[src/rtl/cpu_fpu_int_to_float_if.sv]
// cpu_fpu_int_to_float_if: request/ready handshake bundle between the FPU issue logic and the int-to-float converter
interface cpu_fpu_int_to_float_if #(parameter int INT_WIDTH = 32);
  logic                 request;
  logic [INT_WIDTH-1:0] op1;
  logic                 is_signed;
  logic [2:0]           rm;
  logic                 ready;
  logic [31:0]          result;
  logic                 inexact;
  modport master (output request, op1, is_signed, rm, input ready, result, inexact);
  modport slave (input request, op1, is_signed, rm, output ready, result, inexact);
endinterface

[src/rtl/cpu_fpu_int_to_float.sv]
// cpu_fpu_int_to_float: multi-cycle FCVT.S.W/WU/L/LU with a shift-per-cycle normaliser, five rounding modes and NX
module cpu_fpu_int_to_float #(
  parameter int INT_WIDTH       = 32,
  parameter int SHIFT_PER_CYCLE = 1
) (
  input logic                   i_clock,
  input logic                   i_reset,
  cpu_fpu_int_to_float_if.slave bus
);
  localparam int W = INT_WIDTH;
  localparam int S = SHIFT_PER_CYCLE;
  typedef enum logic [2:0] {IDLE, NORM, ROUND, PACK, DONE} state_t;
  state_t state, state_n;
  logic         sgn, sgn_n, zero, zero_n, nx, nx_n, ready_n, res_nx_n, g, st, up;
  logic [2:0]   rm, rm_n;
  logic [7:0]   exp, exp_n;
  logic [W-1:0] mant, mant_n, mag;
  logic [22:0]  frac, frac_n;
  logic [31:0]  z, z_n, result_n;
  logic [23:0]  m24, m24_up;
  logic [3:0]   k;
  // leading zeros inside the top S bits of the mantissa; S means the whole window is empty
  always_comb begin
    k = 4'(S);
    for (int i = S - 1; i >= 0; i--) if (mant[W-1-i]) k = 4'(i);
  end
  assign mag    = (bus.is_signed && bus.op1[W-1]) ? -bus.op1 : bus.op1;
  assign m24    = mant[W-1 -: 24];
  assign g      = mant[W-25];
  assign st     = |mant[W-26:0];
  assign m24_up = m24 + {23'b0, up};
  assign up     = rm == 3'd1 ? 1'b0 :
                  rm == 3'd2 ? sgn & (g | st) :
                  rm == 3'd3 ? !sgn & (g | st) :
                  rm == 3'd4 ? g : g & (st | m24[0]);
  always_comb begin
    state_n  = state;
    sgn_n    = sgn;
    zero_n   = zero;
    nx_n     = nx;
    rm_n     = rm;
    exp_n    = exp;
    mant_n   = mant;
    frac_n   = frac;
    z_n      = z;
    ready_n  = bus.ready;
    result_n = bus.result;
    res_nx_n = bus.inexact;
    case (state)
      IDLE: if (bus.request) begin
        rm_n    = bus.rm;
        sgn_n   = bus.is_signed & bus.op1[W-1];
        zero_n  = bus.op1 == '0;
        nx_n    = 1'b0;
        exp_n   = 8'(W - 1);
        mant_n  = mag;
        frac_n  = '0;
        state_n = zero_n ? PACK : NORM;
      end
      NORM: if (k == 4'd0) state_n = ROUND;
        else begin
          mant_n = mant << k;
          exp_n  = exp - {4'b0, k};
        end
      ROUND: begin
        nx_n    = g | st;
        frac_n  = m24_up[22:0];
        exp_n   = exp + {7'b0, up & (&m24)};
        state_n = PACK;
      end
      PACK: begin
        z_n     = zero ? 32'h0 : {sgn, exp + 8'd127, frac};
        state_n = DONE;
      end
      DONE: begin
        result_n = z;
        res_nx_n = nx;
        ready_n  = bus.request;
        state_n  = bus.request ? DONE : IDLE;
      end
      default: state_n = IDLE;
    endcase
  end
  always_ff @(posedge i_clock) state <= i_reset ? IDLE : state_n;
  always_ff @(posedge i_clock) begin
    if (i_reset) begin
      sgn         <= 1'b0;
      zero        <= 1'b0;
      nx          <= 1'b0;
      rm          <= '0;
      exp         <= '0;
      mant        <= '0;
      frac        <= '0;
      z           <= '0;
      bus.ready   <= 1'b0;
      bus.result  <= '0;
      bus.inexact <= 1'b0;
    end else begin
      sgn         <= sgn_n;
      zero        <= zero_n;
      nx          <= nx_n;
      rm          <= rm_n;
      exp         <= exp_n;
      mant        <= mant_n;
      frac        <= frac_n;
      z           <= z_n;
      bus.ready   <= ready_n;
      bus.result  <= result_n;
      bus.inexact <= res_nx_n;
    end
  end
endmodule

[src/flat_wrapper.sv]
// flat-port wrapper written by rule: the top's interface ports become plain ports
module cpu_fpu_int_to_float_flat 
#(
  parameter int INT_WIDTH       = 32,
  parameter int SHIFT_PER_CYCLE = 1
)
  (i_clock, i_reset, bus_request, bus_op1, bus_is_signed, bus_rm, bus_ready, bus_result, bus_inexact);
  cpu_fpu_int_to_float_if #(.INT_WIDTH(INT_WIDTH)) bus_i ();
  input logic i_clock;
  input logic i_reset;
  input wire logic [$bits(bus_i.request)-1:0] bus_request;
  input wire logic [$bits(bus_i.op1)-1:0] bus_op1;
  input wire logic [$bits(bus_i.is_signed)-1:0] bus_is_signed;
  input wire logic [$bits(bus_i.rm)-1:0] bus_rm;
  output wire logic [$bits(bus_i.ready)-1:0] bus_ready;
  output wire logic [$bits(bus_i.result)-1:0] bus_result;
  output wire logic [$bits(bus_i.inexact)-1:0] bus_inexact;
  assign bus_i.request = bus_request;
  assign bus_i.op1 = bus_op1;
  assign bus_i.is_signed = bus_is_signed;
  assign bus_i.rm = bus_rm;
  assign bus_ready = bus_i.ready;
  assign bus_result = bus_i.result;
  assign bus_inexact = bus_i.inexact;
  cpu_fpu_int_to_float #(.INT_WIDTH(INT_WIDTH), .SHIFT_PER_CYCLE(SHIFT_PER_CYCLE)) u_core (.i_clock(i_clock), .i_reset(i_reset), .bus(bus_i));
endmodule
[config.mk]
export PLATFORM = sky130hd
export DESIGN_NAME = cpu_fpu_int_to_float_flat
export DESIGN_NICKNAME = d
export VERILOG_FILES = /design/src/rtl/cpu_fpu_int_to_float_if.sv /design/src/rtl/cpu_fpu_int_to_float.sv /design/src/flat_wrapper.sv
export SDC_FILE = /design/constraint.sdc
export NUM_CORES = 1
export LEC_CHECK = 0
export ABC_AREA = 1
export CAP_MARGIN = 25
export CORE_UTILIZATION = 64
export CTS_CLUSTER_DIAMETER = 100
export CTS_CLUSTER_SIZE = 28
export DETAILED_ROUTE_END_ITERATION = 12
export DONT_BUFFER_PORTS = 1
export GPL_ROUTABILITY_DRIVEN = 0
export PLACE_DENSITY = 0.85
export SLEW_MARGIN = 20
export SYNTH_ARGS = -nofsm -noshare
export SYNTH_HDL_FRONTEND = slang
export SYNTH_SLANG_ARGS = --single-unit
[constraint.sdc]
create_clock -name i_clock -period 2.6 [get_ports i_clock]
set_input_delay 0.26 -clock i_clock [delete_from_list [all_inputs] [get_ports i_clock]]
set_output_delay 0.26 -clock i_clock [all_outputs]
set_load 0.03 [all_outputs]
==> metrics, run 1 <==
Tcrit/Tclk final 0.981; Fin. Hold Viols 0; die area 0.0118 mm2; worst vdd rail ir drop 0.000500 V; top_reg_cell synth dfxtp_1; #FFs+latches synth 138; wirelength, routed 18.9 mm; initial antenna violation count 0; Post-synth EDFFs 0; leakage power 3.42 nW; hpwl dp 12.6 mm; Comb pwr share 0.270; Sequential Power Share 0.369; Clk pwr share 0.361; layout cells sized above 1 0.103; # diodes 0; worst hold slack 35.9 ps; placed cells 1218; hold crit path type in -> reg; initial core utilization 0.664; antenna viol nets, final 0; Max Fclk 392 MHz; Layout Skew 11.7 ps; pwr dens 857 mW/mm2; setup violators final 0; Area Growth Syn to Fin 11.9%; synthesized area per cell 6.59 um2; top-area cell type share of the netlist area 0.380; power consumption 6.96 mW; Place WS 62.2 ps; I/O Pins 73; first-pass GRT wire length 31.3 mm; largest net degree at the start of global routing 75; max-cap viol count 0; total track usage 0.336; CTS Buf Count 17; initial DRC count 674; clock slew at reported path FFs 60 ps; sequential-to-total area share from yosys stat 0.380; clock sink count 138; Worst setup SP type register; DP Area 0.00740 mm2; Ys Warns 0; min cycle time layout 2550 ps; Distinct cells, synth 41; top post-synthesis cells by area dfxtp_1 38%, nand2_1 13%, a21oi_1 10%; Worst Tran Pin Value 619 ps; H-tree depth 4; Via Count 7295; post-route insts no fill 1254; Max-Slew Margin vs Limit 0.587; Skew-Pair Late Insertion Delay 420 ps; TritonRoute pass-1 iters 5; Post-Syn Instances 1101; Worst EP required 2940 ps; Final #Nets 1152; Root Buffer clkbuf_16; fin worst setup slack 50.1 ps; CTS tree done; Final Max Tran Viols 0; ys async rst share 0; die height 109 um; count leader, synth nand2_1; Net Switching 2.40 mW; Final Core Density 0.743; Rows 38; number of vias per cell 5.82; post-synthesis cell type with the largest combined area dfxtp_1; WL/cell 15.1 um; setup_tns 0 ps; Sw Ratio 0.345; crit-path max FO 5; vias in the first global route 6799; chip width 109 um; Synth Net Count 1152; gr ovfl total 0; Data arrival, critical path 2890 ps; Worst setup EP type register; RSZ-0062 raised after global routing yes; Core ar. 0.0109 mm2; outcome completed; internal power 4.56 mW; critical path class reg -> reg; DRC viols 0; fin area 0.00813 mm2; synthesized area 0.00726 mm2; port buffer count 0; Clock Tree Buf Depth 2; Post-synth top cells 248 x nand2_1, 146 x a21oi_1, 145 x nor2_1
## per-layer routing
| layer | vias to the layer above | global-route usage | share of wire |
|---|---|---|---|
| met5 | - | 0 | 0 |
| met4 | 0 | 0.150 | 0.034 |
| met3 | 64 | 0.0609 | 0.068 |
| met2 | 325 | 0.561 | 0.47 |
| met1 | 3286 | 0.422 | 0.43 |
| li1 | 3620 | - | - |
## what timing repair did
item / in CTS / in global routing
hold buffers: 4 / 0
endpoints found under the setup margin: 0 / 12
setup buffers: 0 / 0
endpoints found under the hold margin: 64 / 0
resized for setup: 0 / 13
## registers in the layout (all words and copies together) (netlist names)
register	flops
u_core.rm	3
u_core.bus.inexact	1
u_core.zero	1
u_core.bus.ready	1
u_core.sgn	1
u_core.mant	32
u_core.exp	8
u_core.bus.result	32
u_core.state	3
u_core.nx	1
u_core.frac	23
u_core.z	32
## final cells by class
class / count / area (um2)
tap: 140 / 175
fill: 865 / 2810
multi-input combinational: 817 / 3940
clock buffer: 18 / 439
clock inverter: 14 / 185
inverter: 98 / 375
timing repair buffer: 29 / 245
sequential: 138 / 2770
## cells in the final DEF, fill, tap and decap left out, drive strengths merged, types with 3 or more instances in the layout
| cell type | netlist | routed |
|---|---|---|
| a21oi | 148 | 148 |
| buf | 25 | 26 |
| bufinv | 0 | 3 |
| clkbuf | 23 | 18 |
| clkinv | 0 | 4 |
| dfxtp | 138 | 138 |
| dlygate4sd3 | 0 | 3 |
| ha | 11 | 11 |
| inv | 98 | 103 |
| nand2 | 256 | 256 |
| nand3 | 85 | 85 |
| nand3b | 7 | 7 |
| nand4 | 11 | 11 |
| nor2 | 157 | 157 |
| nor3 | 12 | 12 |
| o211ai | 4 | 4 |
| o21ai | 100 | 100 |
| or2 | 9 | 9 |
| xor2 | 4 | 4 |
## power by group through the flow
stage | clock, mW | combinational (mW) | sequential, mW
after global routing | 2.60 | 2.11 | 2.60
after detailed placement | 0 | 1.77 | 2.59
after global placement | 0 | 1.74 | 2.58
after CTS | 2.52 | 1.82 | 2.55
after floorplan | 0 | 1.37 | 2.57
final | 2.51 | 1.88 | 2.57
## final timing paths
kind | start | to | slack [ps] | cells past startpoint
max | u_core.mant[11] | u_core.exp[6] | 50 | 15
min | bus_op1[29] | u_core.mant[29] | 40 | 3
max reg2reg | u_core.mant[11] | u_core.exp[6] | 50 | 15
min reg2reg | u_core.frac[21] | u_core.z[21] | 460 | 2
## worst max-delay path, stage by stage, from the launching register on
cell	delay [ps]
dfxtp_4	370
nand2_2	90
inv_2	70
nand3_1	80
nor3_1	150
nand3_1	120
nor3_2	250
nand2_1	90
nand2_1	60
ha_1	160
inv_1	60
fa_2	350
or2_2	320
nand4_1	80
nand3_1	90
a21oi_1	130
## kinds of logic (layout without fill, tap and decap cells)
family                   Yosys count  after routing  synth area share
buffers and inverters            146            159            0.0820
AND/OR/NAND/NOR                  539            539             0.325
AO/OA/AOI/OAI                    260            260             0.184
adder cells (fa/ha/maj)           12             12            0.0217
flip-flops                       138            138             0.380
XOR/XNOR                           6              6           0.00724
(Power assumes the default switching activity.)
==> run 2: changes to the inputs <==
ABC_AREA = default   (was 1)
CORE_UTILIZATION = 63   (was 64)
PLACE_DENSITY = 0.84   (was 0.85)
==> run 2 against run 1 <==
The run now ends with setup timing left. Clock-buffer cell count unchanged. Fmax decreased by 20%. Flip-flop and latch count did not move. Design area is 0.37% lower. Sequential power shrank 9.3%. Critical path type unchanged. Combinational power shrank 32%.
==> metrics, run 2 <==
synthesized area per cell 8.04 um2 (was 6.59 um2); clock sink count 138 (unchanged); critical path class reg -> reg (unchanged); count leader, synth dfxtp_1 (was nand2_1); Worst EP required 3020 ps (was 2940 ps); worst reg-to-reg setup slack -590 ps (was 50 ps); clock slew at reported path FFs 60 ps (about the same); worst r2r src u_core.mant[18] (was u_core.mant[11]); GR met1 Demand/Resource 0.409 (was 0.422); worst vdd rail ir drop 0.000428 V (was 0.000500 V); Fin. Hold Viols 0 (unchanged); Reg area 0.00278 mm2 (was 0.00277 mm2); Data arrival, critical path 3610 ps (was 2890 ps); met3 Track Usage GR 0.0708 (was 0.0609); largest net degree at the start of global routing 118 (was 75); grt met2 use 0.564 (was 0.561); Root Buffer clkbuf_8 (was clkbuf_16); I/O Pins 73 (unchanged); port buffer count 0 (unchanged); Final #Nets 926 (was 1152); Reg2Reg Depth 14 (was 15); sequential-to-total area share from yosys stat 0.418 (was 0.380); TritonRoute pass-1 iters 5 (unchanged); Clock Tree Buf Depth 2 (unchanged); busiest layer in global routing met2 (unchanged); Layout Skew 7.46 ps (was 11.7 ps); chip width 104 um (was 109 um); commonest non-fill, non-tap cells in the layout 128 x dfxtp_1, 108 x nand2_1, 101 x a21oi_1, 96 x nor2_1, 74 x buf_4 (was 247 x nand2_1, 146 x a21oi_1, 145 x nor2_1, 134 x dfxtp_1, 86 x inv_1); failing checks setup timing; post-route insts no fill 1024 (was 1254); Synth Net Count 874 (was 1152); biggest regs u_core.bus.result x32, u_core.mant x32, u_core.z x32 (unchanged); Core ar. 0.0102 mm2 (was 0.0109 mm2); Hold Crit Start i_reset (was bus_op1[29]); WHS Path Cells 3 (unchanged); CTS tree done (unchanged); endpoint of the worst register-to-register path u_core.exp[6] (unchanged); hpwl dp 11.5 mm (was 12.6 mm); antenna viol nets, final 0 (unchanged); initial DRC count 570 (was 674); post-synthesis cell type with the largest combined area dfxtp_1 (unchanged); wirelength, routed 18.7 mm (was 18.9 mm); pwr dens 741 mW/mm2 (was 857 mW/mm2); Worst Tran Pin Value 857 ps (was 619 ps); fin worst setup slack -589 ps (was 50.1 ps); WL/cell 18.2 um (was 15.1 um); Worst setup EP type register (unchanged); ys async rst share 0 (unchanged); Max Fclk 314 MHz (was 392 MHz); top_reg_cell synth dfxtp_1 (unchanged); Via Count 6552 (was 7295); Multi-input gate area 0.00377 mm2 (was 0.00394 mm2); die area 0.0109 mm2 (was 0.0118 mm2); max-cap viol count 0 (unchanged); leakage power 3.01 nW (was 3.42 nW); gr ovfl total 0 (unchanged); initial antenna violation count 0 (unchanged); Hold EP u_core.exp[7] (was u_core.mant[29]); Max-Slew Margin vs Limit 0.428 (was 0.587); RSZ-0062 raised after global routing yes (unchanged); DRC viols 0 (unchanged); Distinct cells, synth 53 (was 41); die height 104 um (was 109 um); top post-synthesis cells by area dfxtp_1 42%, a21oi_1 7.9%, nand2_1 6.2% (was dfxtp_1 38%, nand2_1 13%, a21oi_1 10%); Ys Warns 0 (unchanged); placed cells 969 (was 1218); vias in the first global route 6310 (was 6799); total track usage 0.335 (was 0.336); Post-synth top cells 138 x dfxtp_1, 109 x nand2_1, 104 x a21oi_1 (was 248 x nand2_1, 146 x a21oi_1, 145 x nor2_1); # diodes 0 (unchanged); Final Max Tran Viols 0 (unchanged); number of vias per cell 6.40 (was 5.82); Area Growth Syn to Fin 22.4% (was 11.9%); min cycle time layout 3190 ps (was 2550 ps); initial core utilization 0.647 (was 0.664); hold crit path type in -> reg (unchanged); Tcrit/Tclk final 1.23 (was 0.981); synthesized area 0.00662 mm2 (was 0.00726 mm2); H-tree depth 4 (unchanged); top-area cell type share of the netlist area 0.418 (was 0.380); CTS Buf Count 17 (unchanged); Rows 37 (was 38); setup violators final 27 (was 0); #FFs+latches synth 138 (unchanged); Post-Syn Instances 823 (was 1101); Final Core Density 0.791 (was 0.743); most common cell after layout, fill and taps aside dfxtp_1 (was nand2_1); layout cells sized above 1 0.180 (was 0.103); first-pass GRT wire length 29.7 mm (was 31.3 mm); Worst setup SP type register (unchanged); crit-path max FO 2 (was 5); outcome complete, but fails checks (was completed); filler cell count 612 (was 865); Post-synth EDFFs 0 (unchanged); Skew-Pair Late Insertion Delay 530 ps (was 420 ps)
-- run 2: cell count changes in the layout (fill, tap and decap cells not counted), sizes merged, moves of 44 or more --
| cell | change |
|---|---|
| nand2 | -147 |
| inv | -83 |
| o21ai | -74 |
| nand3 | -67 |
| nor2 | -57 |
| buf | +52 |
| a21oi | -44 |
-- run 2: stage by stage --
step	setup WS (ps)	area [um2]	setup TNS, ps	hold WS [ps]	power, mW
floorplan	-362	6640	-541	396	3.05
CTS	-469	8000	-2020	0.0653	5.84
global route	-675	8100	-9340	17.2	6.16
global placement	-337	7090	-685	339	3.29
finish	-589	8100	-6650	11.6	6.00
detailed placement	-464	7090	-1290	342	3.37
-- run 2: worst max-delay path by stage --
stage                                from       endpoint  slack, ps
after floorplan           u_core.mant[18]  u_core.exp[6]       -360
after global placement    u_core.mant[25]  u_core.exp[6]       -340
after detailed placement  u_core.mant[24]  u_core.exp[6]       -460
after CTS                 u_core.mant[21]  u_core.exp[6]       -470
after global routing      u_core.mant[18]  u_core.exp[6]       -670
final                     u_core.mant[18]  u_core.exp[6]       -590
-- run 2: area by class of cell --
cell class                 instances  area share
multi-input combinational        612       0.465
sequential                       138       0.343
timing repair buffer              91      0.0923
clock buffer                      18      0.0516
tap                              136      0.0210
clock inverter                    14      0.0201
inverter                          15     0.00696
-- run 2: worst max-delay path: stages (launching register included) --
cell,delay (ps)
dfxtp_2,340
and4_4,250
and3_4,180
nand4_1,140
or4_4,590
o21ai_4,170
ha_4,160
inv_2,30
fa_2,330
nor2b_1,140
o21ai_1,120
a21oi_2,170
o21a_1,160
o21ai_2,70
a41o_1,220
-- run 2: kinds of logic after synthesis --
logic type / count (synthesis) / synth area share
compound gates: 223 / 0.213
xor+xnor: 54 / 0.0715
fa+ha+maj: 12 / 0.0238
buf+inv: 73 / 0.0426
flops: 138 / 0.418
mux: 2 / 0.00303
simple gates: 321 / 0.228
-- run 2: repair_timing --
item                                    CTS  global route
endpoints found under the setup margin   11            29
gates resized for setup                  40            17
endpoints found under the hold margin   121             0
pin swaps                                35            13
hold buffers                             14             0
buffers inserted                         10             1
-- run 2: metal layers --
metal,up-vias,routed length [um]
li1,3020,-
met1,3046,7440
met2,406,9020
met3,80,1580
met4,0,644
met5,-,0
-- run 2: power by group --
part / internal [mW] / leakage (nW) / switching [mW]
logic: 0.553 / 1.60 / 0.719
registers: 2.23 / 1.12 / 0.101
clock network: 1.39 / 0.283 / 1.00
total: 4.17 / 3.01 / 1.82
==> run 3: changes to the inputs <==
==> constraint.sdc (replaced) <==
create_clock -name i_clock -period 2.6 [get_ports i_clock]
set_input_delay 0.39 -clock i_clock [delete_from_list [all_inputs] [get_ports i_clock]]
set_output_delay 0.39 -clock i_clock [all_outputs]
set_load 0.03 [all_outputs]
==> run 3 against run 2 <==
Power about the same. The flow still finishes with violations (setup timing). Worst hold slack improved by 16 ps. Sequential power about the same. Worst setup slack improved by 88 ps. Critical path depth increased by 1. Flip-flop and latch count unchanged. Combinational power about the same. Design area increased by 0.70%. Final cell count increased by 0.49%. Via count increased by 1.4%. Global-route usage increased by 1.6 points.
==> metrics, run 3 (same netlist as run 2, synthesis figures left out) <==
outcome complete, but fails checks (unchanged); failing checks setup timing (unchanged); post-route insts no fill 1029 (was 1024); crit path to u_core.exp[4] (was u_core.exp[6]); max-cap viol count 0 (unchanged); vias in the first global route 6313 (was 6310); # diodes 0 (unchanged); Root Buffer clkbuf_8 (unchanged); Layout Skew 7.23 ps (was 7.46 ps); layout cells sized above 1 0.198 (was 0.180); worst vdd rail ir drop 0.000426 V (was 0.000428 V); DRC viols 0 (unchanged); hpwl dp 11.0 mm (was 11.5 mm); most common cell after layout, fill and taps aside dfxtp_1 (unchanged); I/O Pins 73 (unchanged); Max-Slew Margin vs Limit 0.413 (was 0.428); chip width 104 um (unchanged); die area 0.0109 mm2 (unchanged); hold crit path type in -> reg (unchanged); Area Growth Syn to Fin 23.2% (was 22.4%); Sw Ratio 0.305 (was 0.304); setup violators final 11 (was 27); total track usage 0.351 (was 0.335); gr ovfl total 0 (unchanged); worst r2r src u_core.mant[20] (was u_core.mant[18]); Final Max Tran Viols 0 (unchanged); wirelength, routed 19.7 mm (was 18.7 mm); H-tree depth 4 (unchanged); DP Area 0.00710 mm2 (was 0.00709 mm2); Comb pwr share 0.211 (was 0.212); Reg2Reg Depth 15 (was 14); die height 104 um (unchanged); first-pass GRT wire length 30.7 mm (was 29.7 mm); crit-path max FO 2 (unchanged); Worst Tran Pin Value 878 ps (was 857 ps); antenna viol nets, final 0 (unchanged); Sequential Power Share 0.389 (about the same); number of vias per cell 6.45 (was 6.40); Rows 37 (unchanged); fin area 0.00815 mm2 (was 0.00810 mm2); Critical-path top delay cell or4_1 (was or4_4); Tcrit/Tclk final 1.19 (was 1.23); Clock Tree Buf Depth 2 (unchanged); endpoint of the worst register-to-register path u_core.exp[4] (was u_core.exp[6]); min cycle time layout 3100 ps (was 3190 ps); internal power 4.17 mW (about the same); fin worst setup slack -501 ps (was -589 ps); Final #Nets 931 (was 926); Worst path most repeated cell buf_4; Core ar. 0.0102 mm2 (unchanged); Data arrival, critical path 3490 ps (was 3610 ps); Clk pwr share 0.400 (was 0.399); slowest cell delay on critical path 510 ps (was 590 ps); placed cells 968 (was 969); CTS Buf Count 17 (unchanged); Fin. Hold Viols 0 (unchanged); WL/cell 19.1 um (was 18.2 um); clock sink count 138 (unchanged); commonest non-fill, non-tap cells in the layout 127 x dfxtp_1, 108 x nand2_1, 103 x a21oi_1, 94 x nor2_1, 88 x buf_4 (was 128 x dfxtp_1, 108 x nand2_1, 101 x a21oi_1, 96 x nor2_1, 74 x buf_4); pwr dens 736 mW/mm2 (was 741 mW/mm2); critical path class reg -> reg (unchanged); worst path cell trace and4_4 > and3_4 > nand4_1 > or4_1 > o21ai_1 > ha_2 > inv_2 > fa_2 > nor2b_2 > o21ai_2 > a21oi_2 > buf_4 > buf_4 > nand2b_4 > a211oi_1 (was and4_4 > and3_4 > nand4_1 > or4_4 > o21ai_4 > ha_4 > inv_2 > fa_2 > nor2b_1 > o21ai_1 > a21oi_2 > o21a_1 > o21ai_2 > a41o_1); TritonRoute pass-1 iters 6 (was 5); Via Count 6641 (was 6552); worst reg-to-reg setup slack -500 ps (was -590 ps); biggest regs u_core.bus.result x32, u_core.mant x32, u_core.z x32 (unchanged); Skew-Pair Late Insertion Delay 530 ps (about the same); initial DRC count 776 (was 570); CTS tree done (unchanged); largest net degree at the start of global routing 118 (unchanged); RSZ-0062 raised after global routing yes (unchanged); clock slew at reported path FFs 70 ps (was 60 ps); Worst EP required 2990 ps (was 3020 ps); Net Switching 1.83 mW (was 1.82 mW); filler cell count 585 (was 612); Max Fclk 323 MHz (was 314 MHz); Worst setup EP type register (unchanged); initial core utilization 0.647 (unchanged); initial antenna violation count 0 (unchanged); Worst setup SP type register (unchanged); port buffer count 0 (unchanged); Setup crit start u_core.mant[20] (was u_core.mant[18]); leakage power 3.05 nW (was 3.01 nW)
[run 3: power by group through the flow]
stage | Sequential, mW | Combinational [mW] | Clock (mW)
4_1_cts | 2.31 | 1.13 | 2.38
3_3_place_gp | 2.34 | 0.944 | 0
5_1_grt | 2.34 | 1.35 | 2.48
3_5_place_dp | 2.35 | 0.996 | 0
6_report | 2.33 | 1.27 | 2.40
2_1_floorplan | 2.36 | 0.693 | 0
[run 3: critical path: cells and delay by family (launching register included)]
kind | cells | cell delay (ps)
buf+inv | 3 | 260
compound gates | 4 | 470
simple gates | 6 | 1300
fa+ha+maj | 2 | 550
flops | 1 | 350
[run 3: worst min path at each step]
stage / from / to / depth (start not counted)
after global routing: bus_op1[13] / u_core.mant[13] / 2
after detailed placement: u_core.z[10] / u_core.bus.result[10] / 2
after global placement: u_core.frac[17] / u_core.frac[17] / 2
after floorplan: u_core.frac[11] / u_core.frac[11] / 2
final: bus_op1[13] / u_core.mant[13] / 2
after CTS: bus_op1[13] / u_core.mant[13] / 2
[run 3: stage by stage]
step                      power [mW]  setup WS (ps)  setup TNS (ps)   util  hold slack, ps
after global placement          3.28           -336            -593  0.694             437
after global routing            6.17           -617           -3460  0.797            33.1
after detailed placement        3.34           -483           -1170  0.694             435
after floorplan                 3.05           -362            -541      -             417
after CTS                       5.82           -405           -1310  0.784            24.0
final                           6.00           -501           -2000  0.797            27.2
[run 3: layer usage]
layer  up-vias  GRT usage  part of all wire
met2       439      0.579              0.47
met5         -          0                 0
li1       3024          -                 -
met3       101     0.0890             0.094
met4         0      0.180             0.040
met1      3077      0.421              0.40
[run 3: cell type report]
type                    instances  area (um2)  area share
inverters                      15        56.3     0.00691
flip-flops and latches        138        2780       0.341
repair buffers                 96         771      0.0946
well taps                     136         170      0.0209
clock inverters                14         164      0.0201
multi-input cells             612        3800       0.466
clock buffers                  18         418      0.0513
[run 3: timing repair]
action / in CTS / in global routing
pin swaps: 22 / 26
buffers inserted: 23 / 8
hold buffers: 5 / 0
hold endpoints to repair: 117 / 0
endpoints found under the setup margin: 11 / 26
gates resized for setup: 33 / 26
